File: config.mk
export PLATFORM = sky130hd
export DESIGN_NAME = osd_cmd_sched
export DESIGN_NICKNAME = d
export VERILOG_FILES = /design/src/rtl/osd_pkg.sv /design/src/rtl/osd_rr_arb2.sv /design/src/rtl/osd_cmd_sched.sv
export SDC_FILE = /design/constraint.sdc
export NUM_CORES = 1
export LEC_CHECK = 0
export CAP_MARGIN = 5
export CORE_ASPECT_RATIO = 1.5
export CORE_MARGIN = 2
export CORE_UTILIZATION = 54
export DETAILED_ROUTE_END_ITERATION = 8
export PLACE_DENSITY = 0.81
export SYNTH_ARGS = -nofsm -noshare
export SYNTH_HDL_FRONTEND = slang
export SYNTH_SLANG_ARGS = --single-unit
File: constraint.sdc
create_clock -name clk -period 3.3 [get_ports clk]
set_input_delay 0.495 -clock clk [delete_from_list [all_inputs] [get_ports clk]]
set_output_delay 0.495 -clock clk [all_outputs]
set_load 0.01 [all_outputs]
File: src/rtl/osd_pkg.sv
// Shared definitions for the OSD command bus: overlay opcodes and scheduler state encoding.
package osd_pkg;

    localparam int unsigned OSD_CMD_W = 16;

    localparam logic [7:0] OSD_OP_NOP       = 8'h00;
    localparam logic [7:0] OSD_OP_OVERLAY   = 8'h01;
    localparam logic [7:0] OSD_OP_POPUP     = 8'h02;
    localparam logic [7:0] OSD_OP_X         = 8'h10;
    localparam logic [7:0] OSD_OP_Y         = 8'h11;
    localparam logic [7:0] OSD_OP_CHAR      = 8'h12;
    localparam logic [7:0] OSD_OP_ATTR      = 8'h13;
    localparam logic [7:0] OSD_OP_FONT_RST  = 8'h20;
    localparam logic [7:0] OSD_OP_FONT_DATA = 8'h21;

    typedef enum logic [1:0] {
        ST_IDLE  = 2'd0,
        ST_SEP   = 2'd1,
        ST_ISSUE = 2'd2,
        ST_WAIT  = 2'd3
    } osd_state_e;

    // Undecoded opcode with an inverted low byte: a visible bus change with no overlay effect.
    function automatic logic [OSD_CMD_W-1:0] osd_sep_word(input logic [OSD_CMD_W-1:0] cur);
        return {OSD_OP_NOP, ~cur[7:0]};
    endfunction

endpackage

File: src/rtl/osd_rr_arb2.sv
// Two-way round-robin arbiter with burst lock; the pointer moves past the owner on release.
module osd_rr_arb2 (
    input  logic       clk,
    input  logic       reset,
    input  logic       idle_i,
    input  logic       wait_i,
    input  logic [1:0] grant_i,
    input  logic       a_valid_i,
    input  logic       b_valid_i,
    input  logic       release_i,
    output logic       a_ready_c,
    output logic       b_ready_c
);

    logic ptr_q, ptr_d;   // 0: A has priority, 1: B has priority

    always_comb begin
        ptr_d = ptr_q;
        if (release_i) begin
            ptr_d = ~grant_i[1];
        end
    end

    always_ff @(posedge clk or posedge reset) begin
        if (reset) begin
            ptr_q <= 1'b0;
        end else begin
            ptr_q <= ptr_d;
        end
    end

    assign a_ready_c = a_valid_i & ((idle_i & (~b_valid_i | ~ptr_q)) | (wait_i & grant_i[0]));
    assign b_ready_c = b_valid_i & ((idle_i & (~a_valid_i |  ptr_q)) | (wait_i & grant_i[1]));

endmodule

File: src/rtl/osd_cmd_sched.sv
// OSD command bus scheduler: arbitrates two requesters, keeps bursts atomic, holds each word
// for HOLD_CYCLES and inserts a separator when a word repeats the current bus value.
module osd_cmd_sched #(
    parameter int unsigned HOLD_CYCLES  = 2,
    parameter int unsigned LOCK_TIMEOUT = 4096,
    parameter int unsigned TMR_W        = 13
) (
    input  logic        clk,
    input  logic        reset,
    input  logic [15:0] a_cmd,
    input  logic        a_valid,
    input  logic        a_last,
    output logic        a_ready,
    input  logic [15:0] b_cmd,
    input  logic        b_valid,
    input  logic        b_last,
    output logic        b_ready,
    output logic [15:0] osd_command,
    output logic        busy,
    output logic [1:0]  grant
);

    import osd_pkg::*;

    localparam logic [TMR_W-1:0] HOLD_LD = TMR_W'(HOLD_CYCLES - 1);
    localparam logic [TMR_W-1:0] TO_LAST = TMR_W'(LOCK_TIMEOUT - 1);

    osd_state_e         state_q, state_d;
    logic [15:0]        cmd_q, cmd_d;
    logic [15:0]        word_q, word_d;
    logic               last_q, last_d;
    logic [1:0]         grant_q, grant_d;
    logic [TMR_W-1:0]   tmr_q, tmr_d;
    logic               busy_q;
    logic               a_acc, b_acc, rel;
    logic [15:0]        in_word;
    logic               in_last;

    osd_rr_arb2 u_arb (
        .clk       (clk),
        .reset     (reset),
        .idle_i    (state_q == ST_IDLE),
        .wait_i    (state_q == ST_WAIT),
        .grant_i   (grant_q),
        .a_valid_i (a_valid),
        .b_valid_i (b_valid),
        .release_i (rel),
        .a_ready_c (a_ready),
        .b_ready_c (b_ready)
    );

    assign a_acc   = a_valid & a_ready;
    assign b_acc   = b_valid & b_ready;
    assign in_word = b_acc ? b_cmd  : a_cmd;
    assign in_last = b_acc ? b_last : a_last;

    always_comb begin
        state_d = state_q;
        cmd_d   = cmd_q;
        word_d  = word_q;
        last_d  = last_q;
        grant_d = grant_q;
        tmr_d   = tmr_q;
        rel     = 1'b0;
        case (state_q)
            ST_IDLE, ST_WAIT: begin
                if (a_acc || b_acc) begin
                    word_d  = in_word;
                    last_d  = in_last;
                    grant_d = b_acc ? 2'b10 : 2'b01;
                    tmr_d   = HOLD_LD;
                    if (in_word == cmd_q) begin
                        cmd_d   = osd_sep_word(cmd_q);
                        state_d = ST_SEP;
                    end else begin
                        cmd_d   = in_word;
                        state_d = ST_ISSUE;
                    end
                end else if (state_q == ST_WAIT && LOCK_TIMEOUT != 0) begin
                    // Owner went quiet mid-burst: drop the lock so the other side is not starved.
                    if (tmr_q == TO_LAST) begin
                        grant_d = 2'b00;
                        rel     = 1'b1;
                        state_d = ST_IDLE;
                    end else begin
                        tmr_d = tmr_q + TMR_W'(1);
                    end
                end
            end
            ST_SEP: begin
                if (tmr_q == '0) begin
                    cmd_d   = word_q;
                    tmr_d   = HOLD_LD;
                    state_d = ST_ISSUE;
                end else begin
                    tmr_d = tmr_q - TMR_W'(1);
                end
            end
            ST_ISSUE: begin
                if (tmr_q == '0) begin
                    if (last_q) begin
                        grant_d = 2'b00;
                        rel     = 1'b1;
                        state_d = ST_IDLE;
                    end else begin
                        tmr_d   = '0;
                        state_d = ST_WAIT;
                    end
                end else begin
                    tmr_d = tmr_q - TMR_W'(1);
                end
            end
            default: state_d = ST_IDLE;
        endcase
    end

    always_ff @(posedge clk or posedge reset) begin
        if (reset) begin
            state_q <= ST_IDLE;
            cmd_q   <= '0;
            word_q  <= '0;
            last_q  <= 1'b0;
            grant_q <= 2'b00;
            tmr_q   <= '0;
            busy_q  <= 1'b0;
        end else begin
            state_q <= state_d;
            cmd_q   <= cmd_d;
            word_q  <= word_d;
            last_q  <= last_d;
            grant_q <= grant_d;
            tmr_q   <= tmr_d;
            busy_q  <= (state_d != ST_IDLE);
        end
    end

    assign osd_command = cmd_q;
    assign grant       = grant_q;
    assign busy        = busy_q;

endmodule

After elaboration in Yosys (flattened, before gate mapping)
Cells that the tools add are included.
{"block": "totals", "regBits": 52, "latch_bits": 0, "ram_bits": 0, "rom_bits": 0, "in_bits": 38, "output_inout_bits": 21, "word_cells": 85, "mem_count": 0}
{"block": "classes", "add_sub_neg": 2, "n_mul": 0, "n_div": 0, "order_cmp": 0, "n_eq_ne": 13, "shift": 0, "n_mux": 34, "bitwise": 17, "n_reduce_logical": 11}
{"cell": "13-bit two-way mux", "count": 6}
{"cell": "16-bit two-way mux", "count": 4}
{"cell": "13-bit one-hot mux with 3 select lines", "count": 1}
{"cell": "16-bit one-hot mux with 2 select lines", "count": 1}
{"cell": "2-bit two-way mux", "count": 13}
{"cell": "16-bit equality test", "count": 1}
{"cell": "13-bit by 1-bit adder with 13-bit output (second input constant)", "count": 1}
{"cell": "13-bit by 12-bit equality test with 1-bit output (second input constant)", "count": 1}
{"cell": "13-bit logical NOT", "count": 1}
{"cell": "13-bit by 1-bit subtractor with 13-bit output (second input constant)", "count": 1}
{"cell": "3-bit != test (second input constant)", "count": 3}
{"cell": "1-bit AND", "count": 8}
{"cell": "2-bit != test (second input constant)", "count": 4}
{"cell": "8-bit NOT", "count": 1}
{"cell": "1-bit two-way mux", "count": 6}
{"cell": "2-bit one-hot mux with 3 select lines", "count": 1}
{"cell": "3-bit AND reduction", "count": 2}
{"cell": "2-bit nonzero test", "count": 3}
{"cell": "5-bit AND reduction", "count": 1}
{"cell": "2-bit equality test (second input constant)", "count": 2}
{"cell": "1-bit NOT", "count": 4}
{"cell": "1-bit OR", "count": 4}
{"cell": "2-bit one-hot mux with 2 select lines", "count": 1}
{"cell": "3-bit by 2-bit != test with 1-bit output (second input constant)", "count": 1}
{"cell": "other kinds (6)", "count": 6}

Depth between registers and ports, before layout
Gate-level depths: netlist of run 1.
{"block": "depth", "word_depth": 12, "ltp_mapped": 11, "mapped_depth_nobuf": 9}

Modules after synthesis
Synthesis of run 1 repeated with hierarchy kept, for this count alone.
{"block": "hier_totals", "hier_cells": 462, "area_unflattened_um2": 3691.0}
{"mod": "osd_cmd_sched", "n_inst": 1, "cells_per_inst": 451, "area_each_um2": 3614.7, "seq_area_each_um2": 1276.2}
{"mod": "osd_rr_arb2", "n_inst": 1, "cells_per_inst": 11, "area_each_um2": 76.3, "seq_area_each_um2": 25.0}

Worst setup path before layout of run 1
No wires, ideal clock.
{"block": "synth_path", "path_type": "flip-flop to flip-flop", "startpoint": "register state_q[0]", "endpoint": "register state_q[1]", "setup_time_ns": 0.119, "arrival_ns": 2.372, "required_ns": 3.181, "setup_slack_ns": 0.809, "stages_incl_launch_ff": 10, "n_path_buf": 0, "period_less_slack_ns": 2.491, "path_cell_list": "dfrtp_1 > inv_1 > ha_1 > nand2_1 > o21ai_4 > mux2i_1 > xnor2_1 > or3_1 > or2_2 > o21a_1"}
{"block": "synth_between", "elab_chain_len": 10, "elab_cells_between_ends": 22, "classes_between": "eq/ne (4); mux (5); bitwise (10); reduce/logical (3)"}
{"element": "start, declared", "line": "osd_cmd_sched.sv:28", "source": "osd_state_e state_q, state_d;"}
{"element": "start signal, assigned", "line": "osd_cmd_sched.sv:127", "source": "state_q <= state_d;"}
{"element": "2-bit equality test or 2-bit logical NOT (tied branches)"}
{"element": "1-bit AND", "line": "osd_rr_arb2.sv:33", "source": "assign b_ready_c = b_valid_i & ((idle_i & (~a_valid_i | ptr_q)) | (wait_i & grant_i[1]));"}
{"element": "1-bit OR", "line": "osd_rr_arb2.sv:33"}
{"element": "1-bit AND", "line": "osd_rr_arb2.sv:33"}
{"element": "1-bit AND", "line": "osd_cmd_sched.sv:53", "source": "assign b_acc = b_valid & b_ready;"}
{"element": "16-bit two-way mux", "line": "osd_cmd_sched.sv:54", "source": "assign in_word = b_acc ? b_cmd : a_cmd;"}
{"element": "16-bit equality test", "line": "osd_cmd_sched.sv:72", "source": "if (in_word == cmd_q) begin"}
{"element": "2-bit two-way mux", "line": "osd_cmd_sched.sv:72"}
{"element": "2-bit two-way mux", "line": "osd_cmd_sched.sv:67", "source": "if (a_acc || b_acc) begin"}
{"element": "2-bit one-hot mux with 3 select lines (*)", "line": "osd_cmd_sched.sv:65", "source": "case (state_q)"}
{"element": "named net state_d[1]", "line": "osd_cmd_sched.sv:28"}
The timed path passes the listed nets; every way through them passes the cells marked *.
A chain may end at the register's enable or synchronous reset.

Worst setup path after layout of run 1
{"block": "layout_path", "startpoint": "register state_q[0]", "endpoint": "register cmd_q[0] (netlist: osd_command[0])"}
{"block": "layout_between", "elab_chain_len": 10, "elab_cells_between_ends": 24, "classes_between": "eq/ne (5); mux (4); bitwise (10); reduce/logical (5)"}
{"element": "2-bit equality test or 2-bit logical NOT (tied branches)", "line": "osd_cmd_sched.sv:43, osd_cmd_sched.sv:65, osd_cmd_sched.sv:42"}
{"element": "1-bit AND", "line": "osd_rr_arb2.sv:33"}
{"element": "1-bit OR", "line": "osd_rr_arb2.sv:33"}
{"element": "1-bit AND", "line": "osd_rr_arb2.sv:33"}
{"element": "1-bit AND", "line": "osd_cmd_sched.sv:53"}
{"element": "16-bit two-way mux", "line": "osd_cmd_sched.sv:54"}
{"element": "16-bit equality test", "line": "osd_cmd_sched.sv:72"}
{"element": "16-bit two-way mux", "line": "osd_cmd_sched.sv:72"}
{"element": "16-bit two-way mux", "line": "osd_cmd_sched.sv:67"}
{"element": "16-bit one-hot mux with 2 select lines", "line": "osd_cmd_sched.sv:65"}
{"element": "end signal, assigned", "line": "osd_cmd_sched.sv:128", "source": "cmd_q <= cmd_d;"}
{"element": "end, declared", "line": "osd_cmd_sched.sv:29", "source": "logic [15:0] cmd_q, cmd_d;"}
Several ways; a longest one is shown, not always the timed one. The select of a mux whose other input is x is not followed.

==> flow_metrics.py, run 1 <==
metrics = {
    "grt": {
        "antenna_found_initial": 0,
        "grt_pass1_vias": 3428,
        "grtUsageTotal": 0.273,
        "grt_pass1_wl_um": 16500,
        "grt_max_degree": 37,
        "grt_overflow": 0,
    },
    "floorplanning": {
        "std_cell_rows": 36,
        "die_area_mm2": 0.00741,
        "ios": 59,
        "initial_core_util": 0.560,
        "core_area_mm2": 0.00649,
        "fp.dieW_um": 71.0,
        "die-height_um": 104,
    },
    "clock_tree": {
        "cts_buffers": 5,
        "cts-hold-fix-buffers": 0,
        "cts_max_path_buffers": 2,
        "cts_tree": "built",
        "post-cts-setup-buffers": 0,
        "clkLatencyLatePin_ps": 310,
        "cts_sinks": 52,
        "ctsResizeCount": 0,
        "cts_root_buffer": "clkbuf_8",
        "clk_pin_slew_ps": 100,
        "cts_max_level": 2,
    },
    "sta": {
        "skew_ps": 9.96,
        "setup_ws_ps": 359,
        "final.period_utilization": 0.891,
        "tns_ps": 0,
        "hold_viol": 0,
        "maxSlewHeadroom": 0.578,
        "hold_ws_ps": 494,
        "max_freq_mhz": 340,
        "finalSetupViolations": 0,
        "period_minus_slack_ps": 2940,
        "maxSlewViolCount": 0,
        "worst_slew_pin_slew_ps": 631,
        "rsz0062_at_grt": "false",
    },
    "synthesis": {
        "synth_seq_area_share": 0.358,
        "yosysWarnings": 0,
        "async_reset_ff_frac": 1.00,
        "syn-num-nets": 457,
        "synth_edf_count": 0,
        "synthFlopType": "dfrtp_1",
        "ys_ff_latch": 52,
        "syn_area_mm2": 0.00363,
        "syn_inst": 413,
        "yosysUniqueCellTypes": 61,
        "synth.avg_cell_area_um2": 8.80,
    },
    "place": {
        "place_congestion": 0.977,
        "hpwlAfterDp_um": 7410,
        "place_area_mm2": 0.00427,
        "io_buffers": 58,
        "post-place-ws_ps": 104,
    },
    "finish": {
        "multi_input_area_mm2": 0.00213,
        "layout_commonest_cell": "clkdlybuf4s50_1",
        "register_area_mm2": 0.00130,
        "final.fill_count": 575,
        "synthToLayoutAreaGrowth_pct": 20.5,
        "final_cell_area_mm2": 0.00438,
        "drive_above_1_share": 0.0864,
        "final_nets": 506,
        "antenna_cells": 0,
        "final_cell_mix": "58 x clkdlybuf4s50_1, 52 x dfrtp_1, 39 x nand2_1, 39 x o21ai_0, 19 x a21oi_1",
    },
    "route": {
        "first_pass_iters": 5,
        "final_antenna_net_count": 0,
        "num_vias": 3550,
        "drt_iter0_drc": 307,
        "viasPerCell": 6.59,
        "drc": 0,
        "wl_per_cell_um": 18.4,
        "wirelength_um": 9940,
    },
    "setup_path": {
        "worstSetupPathType": "flop to flop",
        "required_ps": 3470,
        "critPathArrivalTime_ps": 3110,
        "end_kind": "flop",
        "crit_path_max_fanout": 11,
        "start_kind": "flop",
    },
    "status": {
        "status": "completed",
    },
    "power": {
        "p_per_area_mw_per_mm2": 272,
        "power_leakage_nw": 1.67,
        "power.total_mw": 1.19,
        "peakVddDrop_v": 0.000174,
    },
    "run": {
        "cap_viol_max_count": 0,
    },
    "min_path": {
        "hp-class": "flop to flop",
    },
}
==> cells by family (layout without fill, tap and decap cells) <==
| kind of cell | count (synthesis) | count (layout) | share of synthesized area |
|---|---|---|---|
| and+or+nand+nor | 116 | 116 | 0.170 |
| buffers and inverters | 44 | 94 | 0.0551 |
| muxes | 17 | 17 | 0.0472 |
| adders and majority gates | 6 | 6 | 0.0207 |
| AOI/OAI and AO/OA | 154 | 154 | 0.291 |
| DFF | 52 | 52 | 0.358 |
| xor gates and xnor gates | 24 | 24 | 0.0579 |
==> per-stage QoR <==
step | utilization | instances
detailed placement | 0.658 | 531
CTS | 0.675 | 539
floorplan | - | 413
global placement | 0.658 | 531
global route | 0.675 | 539
finish | 0.675 | 539
==> synth_stat cells, types with 2 or more instances <==
cell,n,area share
o21ai_1,5,0.0069
nor3_1,7,0.0096
nand4_1,2,0.0034
a22o_1,11,0.027
inv_1,14,0.014
o21ai_2,3,0.0072
clkbuf_1,18,0.019
nor3b_1,2,0.0041
dfrtp_1,52,0.36
nand2_1,39,0.040
xor2_1,10,0.024
a22oi_1,12,0.025
xnor2_1,14,0.034
o21a_1,4,0.0083
mux2i_1,16,0.044
ha_1,6,0.021
a31oi_1,4,0.0069
o41ai_1,2,0.0048
nor4_1,13,0.022
o21ai_0,39,0.054
o31ai_1,4,0.0083
or2_2,3,0.0052
nand2b_1,6,0.010
nor2_1,18,0.019
nand3_1,7,0.0096
a221oi_1,11,0.027
a21oi_1,19,0.026
or4_4,2,0.0062
o32ai_1,8,0.019
buf_6,3,0.0093
buf_2,7,0.0096
or3_1,5,0.0086
o22ai_1,14,0.024
o2bb2ai_1,6,0.014
==> state kept, by name (all words and copies together), names as in the netlist <==
register	count
tmr_q	13
last_q	1
state_q	2
u_arb.ptr_q	1
grant	2
busy	1
osd_command	16
word_q	16
==> worst max-delay path: stages (launching register included) <==
cell and delay (ps):
dfrtp_1 440, inv_1 110, ha_1 210, nand2_1 110, o21ai_4 390, mux2i_1 360, xnor2_1 130, or3_1 470
nor3_4 410, a221oi_1 170
==> worst paths after layout <==
kind                                        startpoint                          to  slack [ps]  cells after the start
min in group asynchronous                        reset       word_q[3]$_DFFE_PP0P_         550                      3
max in group asynchronous                        reset        tmr_q[5]$_DFFE_PP0P_        2440                      3
worst min-delay path            word_q[10]$_DFFE_PP0P_      word_q[10]$_DFFE_PP0P_         490                      2
worst max-delay path              state_q[0]$_DFF_PP0_  osd_command[0]$_DFFE_PP0P_         360                      9
worst min register to register  word_q[10]$_DFFE_PP0P_      word_q[10]$_DFFE_PP0P_         490                      2
worst max register to register    state_q[0]$_DFF_PP0_  osd_command[0]$_DFFE_PP0P_         360                      9
==> power by group <==
| part | switching, mW | internal [mW] | total, mW | leakage, nW |
|---|---|---|---|---|
| sequential | 0 | 0.637 | 0.637 | 0.686 |
| clock | 0.218 | 0.225 | 0.443 | 0.0541 |
| combinational | 0.0523 | 0.0601 | 0.112 | 0.931 |
==> layer usage <==
| metal | global-route usage | routed length [µm] |
|---|---|---|
| met5 | 0 | 0 |
| met4 | 0.152 | 528 |
| met3 | 0.0281 | 502 |
| met2 | 0.471 | 5100 |
| met1 | 0.325 | 3810 |
==> cell type report <==
class                           instances  area share
Clock inverter                          3     0.00972
Inverter                               14      0.0120
Timing Repair Buffer                   72       0.157
Multi-Input combinational cell        317       0.487
Tap cell                               76      0.0217
Sequential cell                        52       0.297
Clock buffer                            5      0.0157
Power figures use the tool's default switching activity.
==> run 2, diff against run 1 <==
--- a/config.mk
+++ b/config.mk
@@ -8,9 +8,10 @@
 export CAP_MARGIN = 5
 export CORE_ASPECT_RATIO = 1.5
 export CORE_MARGIN = 2
-export CORE_UTILIZATION = 54
+export CORE_UTILIZATION = 55
+export CTS_CLUSTER_SIZE = 16
 export DETAILED_ROUTE_END_ITERATION = 8
-export PLACE_DENSITY = 0.81
+export PLACE_DENSITY = 0.82
 export SYNTH_ARGS = -nofsm -noshare
 export SYNTH_HDL_FRONTEND = slang
 export SYNTH_SLANG_ARGS = --single-unit
==> constraint.sdc (replaced) <==
create_clock -name clk -period 3.56 [get_ports clk]
set_input_delay 0.534 -clock clk [delete_from_list [all_inputs] [get_ports clk]]
set_output_delay 0.534 -clock clk [all_outputs]
set_load 0.01 [all_outputs]
==> run 2 against run 1 <==
Wire length about the same. Cell area decreased by 1.2%. Setup slack improved by 130 ps. Critical endpoint is now osd_command[2]$_DFFE_PP0P_. Clock power decreased by 18%. First-iteration DRC count increased by 9.8%. Sequential power decreased by 7.4%. Flip-flop and latch count unchanged. Worst hold slack improved by 8.5 ps. Via count decreased by 1.7%. Largest cell class unchanged. Global-route usage increased by 0.67 points. Critical path type is now primary input to flop.
==> flow_metrics.py, run 2 (synthesis results as in run 1) <==
metrics = {
    "status": {
        "status": "completed",
    },
    "finish": {
        "final_cell_mix": "58 x clkdlybuf4s50_1, 52 x dfrtp_1, 39 x nand2_1, 39 x o21ai_0, 19 x a21oi_1",
        "layout_commonest_cell": "clkdlybuf4s50_1",
        "final_nets": 501,
        "synthToLayoutAreaGrowth_pct": 19.1,
        "antenna_cells": 0,
        "drive_above_1_share": 0.0764,
    },
    "power": {
        "comb_power_share": 0.095,
        "p_sw_mw": 0.254,
        "intPower_mw": 0.802,
        "power_leakage_nw": 1.64,
        "p_per_area_mw_per_mm2": 244,
        "seq_power_share": 0.559,
        "clkPwrFrac": 0.346,
        "power.total_mw": 1.06,
        "peakVddDrop_v": 0.000178,
        "switching_share": 0.241,
    },
    "clock_tree": {
        "post-cts-setup-buffers": 0,
        "cts_root_buffer": "clkbuf_8",
        "cts-hold-fix-buffers": 0,
        "clk_pin_slew_ps": 90,
        "ctsResizeCount": 0,
        "cts_max_path_buffers": 2,
        "clkLatencyLatePin_ps": 320,
        "cts_tree": "built",
        "cts_sinks": 52,
        "cts_max_level": 2,
        "cts_buffers": 5,
    },
    "route": {
        "first_pass_iters": 5,
        "drt_iter0_drc": 337,
        "wirelength_um": 9950,
        "final_antenna_net_count": 0,
        "drc": 0,
        "viasPerCell": 6.54,
        "wl_per_cell_um": 18.6,
        "num_vias": 3491,
    },
    "sta": {
        "max_freq_mhz": 326,
        "worst_slew_pin_slew_ps": 751,
        "maxSlewHeadroom": 0.500,
        "finalSetupViolations": 0,
        "tns_ps": 0,
        "rsz0062_at_grt": "false",
        "final.period_utilization": 0.862,
        "skew_ps": 12.6,
        "setup_ws_ps": 491,
        "period_minus_slack_ps": 3070,
        "maxSlewViolCount": 0,
        "hold_viol": 0,
    },
    "place": {
        "post-place-ws_ps": 205,
        "io_buffers": 58,
        "hpwlAfterDp_um": 7390,
        "place_congestion": 0.885,
    },
    "run": {
        "cap_viol_max_count": 0,
    },
    "floorplanning": {
        "die-height_um": 104,
        "ios": 59,
        "die_area_mm2": 0.00729,
        "initial_core_util": 0.564,
        "std_cell_rows": 36,
        "fp.dieW_um": 70.4,
        "core_area_mm2": 0.00644,
    },
    "grt": {
        "grtUsageTotal": 0.280,
        "grt_max_degree": 37,
        "grt_pass1_wl_um": 16500,
        "antenna_found_initial": 0,
        "grt_overflow": 0,
        "grt_pass1_vias": 3355,
    },
    "setup_path": {
        "worstReg2RegEnd": "osd_command[2]$_DFFE_PP0P_",
        "timing.rr.start": "state_q[0]$_DFF_PP0_",
        "r2r_setup_slack_ps": 510,
        "cp-endpoint": "osd_command[2]$_DFFE_PP0P_",
        "critPathLaunch": "b_valid",
        "r2r_cells": 9,
        "start_kind": "primary input",
        "required_ps": 3730,
        "worstSetupPathType": "primary input to flop",
        "critPathArrivalTime_ps": 3240,
        "crit_path_max_fanout": 12,
        "end_kind": "flop",
    },
    "min_path": {
        "hp-class": "flop to flop",
    },
}
[run 2: changes by cell type in the layout (fill, tap and decap cells not counted), sizes merged]
cell	change
clkbuf	+1
clkinvlp	+1
buf	-5
bufinv	-1
clkinv	-1
[run 2: worst max-delay path, stage by stage]
cell	delay (ps)
clkdlybuf4s50_1	560
nand2_1	110
o21ai_4	390
mux2i_1	360
xnor2_1	260
or3_1	480
nor3_4	390
a221oi_1	150
[run 2: worst min path at each step]
| stage | startpoint | endpoint | cells past startpoint |
|---|---|---|---|
| 3_3_place_gp | word_q[10]$_DFFE_PP0P_ | word_q[10]$_DFFE_PP0P_ | 2 |
| 2_1_floorplan | word_q[0]$_DFFE_PP0P_ | word_q[0]$_DFFE_PP0P_ | 2 |
| 5_1_grt | word_q[4]$_DFFE_PP0P_ | word_q[4]$_DFFE_PP0P_ | 2 |
| 6_report | word_q[10]$_DFFE_PP0P_ | word_q[10]$_DFFE_PP0P_ | 2 |
| 3_5_place_dp | word_q[15]$_DFFE_PP0P_ | word_q[15]$_DFFE_PP0P_ | 2 |
| 4_1_cts | word_q[15]$_DFFE_PP0P_ | word_q[15]$_DFFE_PP0P_ | 2 |
[run 2: routing by layer]
metal  up-vias  wire, µm  GRT usage
met4         0       453      0.155
met3        28       470     0.0399
met5         -         0          0
li1       1650         -          -
met1      1673      3860      0.330
met2       140      5170      0.479
[run 2: power by group through the flow]
| stage | Sequential, mW | Combinational [mW] | Clock [mW] |
|---|---|---|---|
| after floorplan | 0.602 | 0.0373 | 0 |
| final | 0.590 | 0.100 | 0.365 |
| after detailed placement | 0.602 | 0.100 | 0 |
| after global placement | 0.602 | 0.0986 | 0 |
| after global routing | 0.590 | 0.110 | 0.393 |
| after CTS | 0.590 | 0.101 | 0.370 |
[run 2: final cells by class]
type,instances,area (µm²)
Tap cell,76,95.1
Timing Repair Buffer,67,648
Sequential cell,52,1300
Clock buffer,6,82.6
Multi-Input combinational cell,317,2130
Fill cell,536,2110
Clock inverter,2,15.0
Inverter,14,52.6
[run 2: stage by stage]
step | area [µm²] | instances | hold slack (ps) | util
3_3_place_gp | 4230 | 526 | 464 | 0.657
6_report | 4330 | 534 | 503 | 0.672
4_1_cts | 4330 | 534 | 496 | 0.672
3_5_place_dp | 4230 | 526 | 478 | 0.657
2_1_floorplan | 3630 | 413 | 451 | -
5_1_grt | 4330 | 534 | 523 | 0.672
==> run 3, diff against run 2 <==
==> constraint.sdc (replaced) <==
create_clock -name clk -period 3.56 [get_ports clk]
set_input_delay 0.534 -clock clk [delete_from_list [all_inputs] [get_ports clk]]
set_output_delay 0.534 -clock clk [all_outputs]
set_load 0.05 [all_outputs]
==> run 3 against run 2 <==
Core utilization rose by 0.058 points. Critical path type is now flop to flop. Non-clock buffer count is 1 lower. Critical path depth is 1 higher. Global-route usage decreased by 0.35 points. Wire length increased by 1.2%.
==> flow_metrics.py, run 3 (synthesis results as in run 1) <==
metrics = {
    "route": {
        "first_pass_iters": 5,
        "drt_iter0_drc": 302,
        "drc": 0,
        "num_vias": 3451,
        "wl_per_cell_um": 18.9,
        "final_antenna_net_count": 0,
        "viasPerCell": 6.47,
        "wirelength_um": 10100,
    },
    "place": {
        "post-place-ws_ps": 234,
        "dpl.cell_count": 525,
        "place_congestion": 0.916,
        "io_buffers": 58,
        "place_area_mm2": 0.00422,
        "hpwlAfterDp_um": 7340,
    },
    "sta": {
        "rsz0062_at_grt": "false",
        "maxSlewViolCount": 0,
        "skew_ps": 13.0,
        "final.period_utilization": 0.855,
        "hold_ws_ps": 495,
        "tns_ps": 0,
        "worst_slew_pin_slew_ps": 935,
        "maxSlewHeadroom": 0.372,
        "finalSetupViolations": 0,
        "hold_viol": 0,
        "setup_ws_ps": 516,
        "max_freq_mhz": 329,
        "period_minus_slack_ps": 3040,
    },
    "floorplanning": {
        "core_area_mm2": 0.00644,
        "initial_core_util": 0.564,
        "std_cell_rows": 36,
        "ios": 59,
        "die-height_um": 104,
        "die_area_mm2": 0.00729,
        "fp.dieW_um": 70.4,
    },
    "grt": {
        "use_met3": 0.0350,
        "antenna_found_initial": 0,
        "grt_pass1_wl_um": 16300,
        "grt_pass1_vias": 3371,
        "grt_use_met1": 0.335,
        "met2_usage": 0.473,
        "grt_overflow": 0,
        "grt.busiest_layer": "met2",
        "grtUsageTotal": 0.276,
        "grt_max_degree": 38,
    },
    "setup_path": {
        "end_kind": "flop",
        "slowest_stage": "nor3_1",
        "crit_path_max_fanout": 18,
        "worstSetupPathType": "flop to flop",
        "path_cells": "inv_1 -> ha_1 -> nand2_1 -> o21ai_4 -> buf_4 -> o21ai_1 -> nor3_1 -> o32ai_1 -> a221oi_1",
        "start_kind": "flop",
        "critPathArrivalTime_ps": 3250,
        "required_ps": 3760,
        "cpPeakStageDelay_ps": 770,
    },
    "finish": {
        "final_nets": 500,
        "final_cell_area_mm2": 0.00433,
        "layout_commonest_cell": "clkdlybuf4s50_1",
        "drive_above_1_share": 0.0766,
        "finish.utilization": 0.672,
        "stdcell_count": 533,
        "synthToLayoutAreaGrowth_pct": 19.2,
        "antenna_cells": 0,
        "final_cell_mix": "57 x clkdlybuf4s50_1, 52 x dfrtp_1, 39 x nand2_1, 39 x o21ai_0, 19 x a21oi_1",
    },
    "power": {
        "seq_power_share": 0.533,
        "intPower_mw": 0.852,
        "p_sw_mw": 0.255,
        "clkPwrFrac": 0.376,
        "power_leakage_nw": 1.64,
        "power.total_mw": 1.11,
        "comb_power_share": 0.091,
        "peakVddDrop_v": 0.000218,
        "p_per_area_mw_per_mm2": 256,
        "switching_share": 0.231,
    },
    "clock_tree": {
        "cts_root_buffer": "clkbuf_8",
        "cts_max_path_buffers": 2,
        "post-cts-setup-buffers": 0,
        "ctsResizeCount": 0,
        "cts_buffers": 5,
        "clkLatencyLatePin_ps": 310,
        "cts_max_level": 2,
        "cts_tree": "built",
        "cts-hold-fix-buffers": 0,
        "cts_sinks": 52,
        "clk_pin_slew_ps": 110,
    },
    "run": {
        "cap_viol_max_count": 0,
    },
    "status": {
        "status": "completed",
    },
    "min_path": {
        "hp-class": "flop to flop",
    },
}
## run 3: cell count changes in the layout (fill, tap and decap cells not counted), sizes merged
cell | before | now
bufinv | 0 | 1
clkbuf | 6 | 5
clkdlybuf4s50 | 58 | 57
clkinv | 0 | 1
clkinvlp | 2 | 1
## run 3: layer usage
metal | vias to the layer above | part of all wire
met5 | - | 0
met1 | 1655 | 0.40
met4 | 0 | 0.041
li1 | 1644 | -
met2 | 124 | 0.52
met3 | 28 | 0.045
## run 3: path summary, 6_finish.rpt
path                            cells past startpoint                  start  slack (ps)                         end
worst min-delay path                                2  word_q[3]$_DFFE_PP0P_         490       word_q[3]$_DFFE_PP0P_
max in group asynchronous                           3                  reset        2320      word_q[14]$_DFFE_PP0P_
worst max-delay path                                9   state_q[0]$_DFF_PP0_         520  osd_command[7]$_DFFE_PP0P_
min in group asynchronous                           2                  reset         590       word_q[3]$_DFFE_PP0P_
worst min register to register                      2  word_q[3]$_DFFE_PP0P_         490       word_q[3]$_DFFE_PP0P_
worst max register to register                      9   state_q[0]$_DFF_PP0_         520  osd_command[7]$_DFFE_PP0P_
## run 3: cell type report
type,count,area [µm²]
Multi-Input combinational cell,317,2130
Fill cell,543,2110
Sequential cell,52,1300
Timing Repair Buffer,66,638
Tap cell,76,95.1
Clock buffer,5,68.8
Inverter,14,52.6
Clock inverter,3,42.5
## run 3: critical path, delay by kind of cell (launching register included)
family / cells / cell delay, ps
compound gates: 4 / 930
simple gates: 2 / 870
buf+inv: 2 / 470
flops: 1 / 440
fa+ha+maj: 1 / 210
## run 3: power groups by stage
stage	clock, mW	combinational, mW	sequential [mW]
finish	0.417	0.101	0.590
global route	0.443	0.109	0.590
CTS	0.419	0.101	0.590
detailed placement	0	0.0998	0.602
global placement	0	0.0995	0.602
floorplan	0	0.0373	0.602
